--- config.mk ---
export PLATFORM = sky130hd
export DESIGN_NAME = spi_tx_byte_fifo
export DESIGN_NICKNAME = d
export VERILOG_FILES = /design/src/rtl/spi_tx_byte_fifo.sv
export SDC_FILE = /design/constraint.sdc
export NUM_CORES = 1
export LEC_CHECK = 0
export ABC_AREA = 0
export CAP_MARGIN = 20
export CORE_MARGIN = 8
export CORE_UTILIZATION = 45
export CTS_BUF_LIST = sky130_fd_sc_hd__clkbuf_16
export CTS_CLUSTER_SIZE = 14
export DETAILED_ROUTE_END_ITERATION = 16
export GPL_TIMING_DRIVEN = 0
export SYNTH_ARGS = -nofsm -noshare
export SYNTH_HDL_FRONTEND = slang
export SYNTH_SLANG_ARGS = --single-unit
--- constraint.sdc ---
create_clock -name sysClk -period 3.4 [get_ports sysClk]
set_clock_uncertainty 0.15 [all_clocks]
set_input_delay 0.51 -clock sysClk [delete_from_list [all_inputs] [get_ports sysClk]]
set_output_delay 0.51 -clock sysClk [all_outputs]
set_load 0.02 [all_outputs]
--- src/rtl/spi_tx_byte_fifo.sv ---
// Byte FIFO feeding the SPI slave transmit shifter, one byte per tx_req.
// TX_FIFO_UNDERFLOW_FILL_EN: empty requests return FILL_BYTE and set underflow.
module spi_tx_byte_fifo #(
  parameter int          DEPTH_LOG2 = 3,
  parameter logic [7:0]  FILL_BYTE  = 8'hFF
) (
  input  logic                  sysClk,
  input  logic                  rst,
  input  logic [7:0]            byte_in,
  input  logic                  byte_in_valid,
  input  logic                  tx_req,
  output logic [7:0]            tx_byte,
  output logic                  tx_byte_valid,
  input  logic                  flush,
  input  logic                  err_clr,
  output logic [DEPTH_LOG2:0]   fifo_count,
  output logic                  fifo_empty,
  output logic                  fifo_full,
  output logic                  overflow,
  output logic                  underflow
);

  localparam int DEPTH = 1 << DEPTH_LOG2;
  localparam logic [DEPTH_LOG2:0] CNT_ONE  = (DEPTH_LOG2+1)'(1);
  localparam logic [DEPTH_LOG2:0] CNT_LAST = (DEPTH_LOG2+1)'(DEPTH - 1);

  typedef enum logic [1:0] {
    S_EMPTY,
    S_PARTIAL,
    S_FULL
  } state_t;

  state_t                  r_state;
  logic [7:0]              r_mem [DEPTH];
  logic [DEPTH_LOG2-1:0]   r_wr_ptr;
  logic [DEPTH_LOG2-1:0]   r_rd_ptr;

  logic w_pop;
  logic w_push;
  logic w_drop;
  logic w_ereq;
  logic w_ovf_set;
  logic w_unf_set;
  logic [DEPTH_LOG2:0] w_cnt_nxt;

  // Decisions use the registered flags, i.e. occupancy before the edge.
  assign w_pop     = tx_req & ~fifo_empty;
  assign w_push    = byte_in_valid & (~fifo_full | w_pop);
  assign w_drop    = byte_in_valid & fifo_full & ~w_pop;
  assign w_ereq    = tx_req & fifo_empty;
  assign w_ovf_set = w_drop & ~flush;

`ifdef TX_FIFO_UNDERFLOW_FILL_EN
  assign w_unf_set = w_ereq & ~flush;
`else
  assign w_unf_set = 1'b0;
`endif

  always_comb begin
    w_cnt_nxt = fifo_count;
    unique case (1'b1)
      (w_push & ~w_pop): w_cnt_nxt = fifo_count + CNT_ONE;
      (w_pop & ~w_push): w_cnt_nxt = fifo_count - CNT_ONE;
      default:           w_cnt_nxt = fifo_count;
    endcase
  end

  // Storage carries no reset; contents are don't-care until written.
  always_ff @(posedge sysClk) begin
    if (w_push && !flush) begin
      r_mem[r_wr_ptr] <= byte_in;
    end
  end

  always_ff @(posedge sysClk or posedge rst) begin
    if (rst) begin
      r_wr_ptr <= '0;
      r_rd_ptr <= '0;
    end else if (flush) begin
      r_wr_ptr <= '0;
      r_rd_ptr <= '0;
    end else begin
      if (w_push) begin
        r_wr_ptr <= r_wr_ptr + 1'b1;
      end
      if (w_pop) begin
        r_rd_ptr <= r_rd_ptr + 1'b1;
      end
    end
  end

  always_ff @(posedge sysClk or posedge rst) begin
    if (rst) begin
      tx_byte       <= 8'h00;
      tx_byte_valid <= 1'b0;
    end else if (flush) begin
      tx_byte_valid <= 1'b0;
    end else if (w_pop) begin
      tx_byte       <= r_mem[r_rd_ptr];
      tx_byte_valid <= 1'b1;
`ifdef TX_FIFO_UNDERFLOW_FILL_EN
    end else if (w_ereq) begin
      tx_byte       <= FILL_BYTE;
      tx_byte_valid <= 1'b1;
`endif
    end else begin
      tx_byte_valid <= 1'b0;
    end
  end

  // A fresh error event in the same cycle as err_clr keeps the flag set.
  always_ff @(posedge sysClk or posedge rst) begin
    if (rst) begin
      overflow  <= 1'b0;
      underflow <= 1'b0;
    end else begin
      overflow  <= (overflow & ~err_clr) | w_ovf_set;
      underflow <= (underflow & ~err_clr) | w_unf_set;
    end
  end

  always_ff @(posedge sysClk or posedge rst) begin
    if (rst) begin
      r_state    <= S_EMPTY;
      fifo_count <= '0;
      fifo_empty <= 1'b1;
      fifo_full  <= 1'b0;
    end else if (flush) begin
      r_state    <= S_EMPTY;
      fifo_count <= '0;
      fifo_empty <= 1'b1;
      fifo_full  <= 1'b0;
    end else begin
      fifo_count <= w_cnt_nxt;
      unique case (r_state)
        S_EMPTY: begin
          if (w_push) begin
            r_state    <= S_PARTIAL;
            fifo_empty <= 1'b0;
          end
        end
        S_PARTIAL: begin
          if (w_pop && !w_push && fifo_count == CNT_ONE) begin
            r_state    <= S_EMPTY;
            fifo_empty <= 1'b1;
          end else if (w_push && !w_pop && fifo_count == CNT_LAST) begin
            r_state   <= S_FULL;
            fifo_full <= 1'b1;
          end
        end
        S_FULL: begin
          if (w_pop && !w_push) begin
            r_state   <= S_PARTIAL;
            fifo_full <= 1'b0;
          end
        end
        default: begin
          r_state    <= S_EMPTY;
          fifo_count <= '0;
          fifo_empty <= 1'b1;
          fifo_full  <= 1'b0;
        end
      endcase
    end
  end

endmodule
# ---- Word-level counts from Yosys, hierarchy flattened
# Memory sizes are Yosys's and may differ from the RTL's. A register that Yosys moved wholly into a read port is not among the register bits.
# Index checks and enable logic that the tools add are counted.
dict set report totals {
  register_bits 17
  ramBits 64
  inputBits 14
  output_inout_bits 17
  wordCells 86
  n_memories 1
}
# name depth word_bits rd rd_ports_with_merged_regs write_ports line_no
set memory_table {}
lappend memory_table {r_mem 8 8 1 1 1 34} ;# logic [7:0] r_mem [DEPTH];
dict set report classes {
  addsub 4
  eq_ne 13
  muxes 26
  bitwise 17
  n_reduce_logical 16
}
# op n
set ops {}
lappend ops {{3-bit != test (second input constant)} 5}
lappend ops {{3-bit two-way mux} 4}
lappend ops {{1-bit two-way mux} 11}
lappend ops {{2-bit two-way mux} 5}
lappend ops {{1-bit AND} 9}
lappend ops {{4-bit two-way mux} 2}
lappend ops {{4-bit case mux with 2 select lines} 1}
lappend ops {{3-bit by 1-bit adder with 3-bit output (second input constant)} 2}
lappend ops {{1-bit NOT} 6}
lappend ops {{1-bit case mux with 3 select lines} 2}
lappend ops {{2-bit case mux with 3 select lines} 1}
lappend ops {{3-bit AND reduction} 2}
lappend ops {{1-bit logical AND} 5}
lappend ops {{4-bit by 1-bit adder with 4-bit output (second input constant)} 1}
lappend ops {{4-bit by 1-bit equality test with 1-bit output (second input constant)} 1}
lappend ops {{4-bit by 3-bit equality test with 1-bit output (second input constant)} 1}
lappend ops {{2-bit != test (second input constant)} 2}
lappend ops {{4-bit by 1-bit != test with 1-bit output (second input constant)} 1}
lappend ops {{4-bit != test (second input constant)} 1}
lappend ops {{4-bit AND reduction} 1}
lappend ops {{2-bit nonzero test} 2}
lappend ops {{4-bit by 1-bit subtractor with 4-bit output (second input constant)} 1}
lappend ops {{1-bit zero test} 3}
lappend ops {{3-bit OR reduction} 1}
lappend ops {{5 further kinds} 6}

# ---- Logic depth before layout (Yosys ltp)
dict set report logic_depth {
  depth_word 10
  depth_mapped 9
  ltp_nobuf 9
}

# ---- Least setup slack after synthesis
# No wires, ideal clock.
dict set report synth_timing {
  path_type {register to register}
  startpoint {register fifo_empty}
  endpoint {register fifo_count[3]}
  setup_ps 119
  t_arrival_ps 2178
  required_ps 3131
  path_slack_ps 954
  path_stages_with_launch 9
  path_buffers 0
  period_less_slack_ps 2446
  cell_sequence {dfstp_2 -> nand2b_4 -> clkinv_2 -> o21ai_2 -> ha_1 -> or4b_1 -> a21oi_2 -> xnor2_1 -> nor2_1}
}
dict set report synth_between {
  elab_chain_cells 9
  elab_cells_between_ends 12
  cone_classes {eq/ne (1); mux (3); bitwise (8)}
}
# element line_no
set synth_lines {}
lappend synth_lines {{start, declared} 17} ;# output logic fifo_empty,
lappend synth_lines {{start signal, assigned} 126} ;# fifo_empty <= 1'b1;
lappend synth_lines {{start signal, assigned} 131} ;# fifo_empty <= 1'b1;
lappend synth_lines {{start signal, assigned} 139} ;# fifo_empty <= 1'b0;
lappend synth_lines {{1-bit NOT *} 47} ;# assign w_pop = tx_req & ~fifo_empty;
lappend synth_lines {{1-bit AND *} 47}
lappend synth_lines {{1-bit bitwise OR} 48} ;# assign w_push = byte_in_valid & (~fifo_full | w_pop);
lappend synth_lines {{1-bit AND} 48}
lappend synth_lines {{1-bit NOT} 63} ;# (w_pop & ~w_push): w_cnt_nxt = fifo_count - CNT_ONE;
lappend synth_lines {{1-bit AND} 63}
lappend synth_lines {{4-bit case mux with 2 select lines} 61} ;# unique case (1'b1)
lappend synth_lines {{4-bit two-way mux} 135} ;# unique case (r_state)
lappend synth_lines {{4-bit two-way mux} 128} ;# end else if (flush) begin
lappend synth_lines {{end signal, assigned} 134} ;# fifo_count <= w_cnt_nxt;
lappend synth_lines {{end, declared} 16} ;# output logic [DEPTH_LOG2:0] fifo_count,
# Every way passes the cells marked *; elsewhere a longest branch is shown, timed or not.
# A chain may end at the register's enable or synchronous reset.

# ---- Worst setup path in the final report
dict set report layout_timing {
  startpoint {input tx_req}
  endpoint {memory r_mem[5][6], enable pin}
}
dict set report layout_between {
  elab_chain_cells 6
}
# element line_no
set layout_lines {}
lappend layout_lines {{start, declared} 11} ;# input logic tx_req,
lappend layout_lines {{1-bit AND} 47}
lappend layout_lines {{1-bit bitwise OR} 48}
lappend layout_lines {{1-bit AND} 48}
lappend layout_lines {{1-bit logical AND} 70} ;# if (w_push && !flush) begin
lappend layout_lines {{1-bit two-way mux} 70}
lappend layout_lines {{1-bit two-way mux (not written as such)} 71} ;# r_mem[r_wr_ptr] <= byte_in;
lappend layout_lines {{end, declared} 34}
# No other way between the ends.

==> results.cfg <==
[outcome]
status = finished clean

[placement]
post_dp_cell_area_sq_um = 4140
dp_hpwl_mm = 4.96
io_buffers = 30
gp_congestion = 0.738

[worst_setup_path]
r2r_setup_slack_ns = 0.81
timing.rr.end = r_mem[5][6]
cp-start-kind = input port
max_stage_delay_ns = 0.81
reg2reg_depth = 5
crit_chain = clkdlybuf4s50_1, nand2b_4, clkinv_2, o21ai_2, or3b_1, nor2_1
slowest_stage = nor2_1
timing.critical_path.buf_inv = 2
cpLargestDelayFamily = simple AND/OR/NAND/NOR gates
crit_path_end_kind = flip-flop
required_ns = 3.20
crit_fanout = 8
critPathKind = in -> reg
reg2reg_from = fifo_empty
worst_ep_arrival_time_ns = 2.62

[run]
cap_violations = 0

[timing]
fmax_ghz = 0.354
setup_viol = 0
fin_crit_sh_pct = 83.1
post-route-min-period_ns = 2.82
slew_headroom_pct = 32.1
worstMarginPinSlew_ns = 1.02
grt_setup_unrepaired = false
drv_slew = 0
finalSetupTns_ns = 0
hold_violations = 0

[synth]
synth_compound_area_share_pct = 6.18
synth_common_cells = edfxtp_1 (64), mux2i_1 (34), dfrtp_1 (24)
ys_ff_latch = 89
synth_mux_area_share_pct = 9.18
yosysWarnings = 0
synth_edf_count = 64
ys_seq_area_share_pct = 68.7
synth_area_sq_um = 3710
yosys.area.top_type = edfxtp_1
yosys.area.top_type_share_pct = 51.8
synth_area_leaders = edfxtp_1 (52%), dfrtp_1 (16%), mux2i_1 (9.2%)
ys.flop_type = edfxtp_1
synth_nets = 278
syn-instance-count = 256
synth_top_family_by_area = simple AND/OR/NAND/NOR gates
synth-simple-area-share_pct = 9.38
yosysMostFrequentCell = edfxtp_1
synth_xor_area_share_pct = 1.65
syn_area_per_cell_sq_um = 14.5
ys_types = 43
synthAdderAreaFrac_pct = 2.70
async_reset_ff_share_pct = 28.1

[clocking]
cts.clk_slew.worst_paths_ns = 0.06
post_cts_resized = 0
clk_latency_ns = 0.33
cts_setup_buffers = 0
hold_buffers = 0
clk_path_buf_depth = 2
cts.sinks = 89
cts_tree = yes
cts_buffers = 9
htreeDepth = 3
cts_root_buf = clkbuf_16

[global_routing]
grt.met3_usage_pct = 3.06
met2_usage_pct = 21.9
top_usage_layer = met2
antenna_found_initial = 0
grt_max_degree = 26
gr-usage-all-layers_pct = 13.9
grt-ovfl-total = 0
grt_pass1_wl_mm = 11.7
grt_pass1_vias = 2122
grt_use_met1_pct = 17.4

[floorplanning]
dieArea_sq_um = 11400
rows = 33
io_pins = 31
die_x_um = 107
die_h_um = 107
initial_core_util_pct = 45.8
coreArea_sq_um = 8090

[drt]
vias = 2153
drc = 0
drtIter0Drc = 71
first_pass_iters = 5
routedWlPerCell_um = 18.4
drtAntennaViolNets = 0
routed_via_density = 5.28
drt-total-wl_mm = 7.53

[power]
ir_drop_mv = 0.320
p_per_area_nw_per_um2 = 568
p_leak_uw = 0.00167

[final_layout]
finalNetCount = 320
syn_to_final_growth_pct = 21.3
final_cell_area_sq_um = 4500
antennaDiodeCount = 0
drive_above_1_share_pct = 9.24

[hold_path]
hold_path_class = in -> async
==> cells in the final DEF (no fill, tap or decap), types with 2 or more instances in the layout <==
cell / synthesis / layout
buf_1: 3 / 3
inv_1: 7 / 9
nand2b_1: 3 / 3
buf_4: 2 / 2
a22oi_1: 16 / 16
nor2_1: 17 / 17
nand4b_1: 2 / 2
dfrtp_1: 24 / 24
xnor2_1: 2 / 2
nor3_2: 1 / 2
nand2_1: 21 / 21
a21oi_1: 5 / 5
nand3_1: 9 / 9
clkdlybuf4s50_1: 0 / 30
clkbuf_16: 0 / 11
mux2i_1: 34 / 34
edfxtp_1: 64 / 64
clkinv_2: 1 / 2
or3_1: 2 / 2
buf_2: 3 / 3
ha_1: 8 / 8
xor2_1: 5 / 5
nor2b_1: 3 / 3
o21ai_0: 2 / 2
==> cells by family after synthesis <==
logic type,Yosys count
compound gates,32
xor+xnor,7
fa+ha+maj,8
buf+inv,18
mux,34
flops,89
simple gates,68
==> state kept, by name, summed over array words and instances, names as in the netlist <==
signal / cells
fifo_count: 4
r_mem: 64
r_rd_ptr: 3
tx_byte: 8
underflow: 1
fifo_full: 1
r_state: 2
overflow: 1
fifo_empty: 1
tx_byte_valid: 1
r_wr_ptr: 3
==> final cells by class <==
class | instances | area, sq um
clock buffers | 11 | 275
inverters | 9 | 35.0
repair buffers | 31 | 328
fillers | 678 | 3590
plain buffers | 9 | 45.0
flip-flops and latches | 89 | 2550
well taps | 105 | 131
multi-input cells | 149 | 1080
clock inverters | 5 | 51.3
==> worst reg2reg max path, stage by stage, from the launching register on <==
cell and delay, ns:
dfstp_2 0.38, nand2b_4 0.16, clkinv_2 0.12, o21ai_2 0.14, or3b_1 0.45, nor2_1 0.81
==> power breakdown <==
group | total, uW | internal [uW] | leakage [uW] | switching, uW
Sequential | 1240 | 1210 | 0.000907 | 28.9
Clock | 1040 | 655 | 0.000169 | 387
Combinational | 273 | 124 | 0.000599 | 149
==> worst max path at each step <==
stage	from	endpoint	slack, ns	depth (start not counted)
finish	tx_req	r_mem[5][6]	0.58	6
floorplan	fifo_empty	fifo_count[3]	0.95	8
global placement	tx_req	r_mem[0][1]	-0.16	6
detailed placement	tx_req	r_mem[5][1]	0.23	6
global route	tx_req	r_mem[5][6]	0.50	6
CTS	tx_req	r_mem[5][0]	0.56	6
==> layer usage <==
| metal | share of wire (%) | routed length, um |
|---|---|---|
| met2 | 49 | 3710 |
| met3 | 4.0 | 301 |
| met4 | 1.9 | 141 |
| met1 | 45 | 3380 |
| met5 | 0 | 0 |
==> metrics by stage <==
stage | hold WS, ns | utilization [%] | std cells | setup slack, ns | total power (uW)
finish | 0.290 | 55.6 | 408 | 0.575 | 2560
global route | 0.315 | 55.6 | 408 | 0.502 | 2640
CTS | 0.335 | 55.2 | 407 | 0.564 | 2570
detailed placement | 0.319 | 51.2 | 391 | 0.227 | 1540
global placement | 0.313 | 51.1 | 391 | -0.162 | 1530
floorplan | 0.387 | - | 256 | 0.954 | 1410
(Power assumes the default switching activity.)
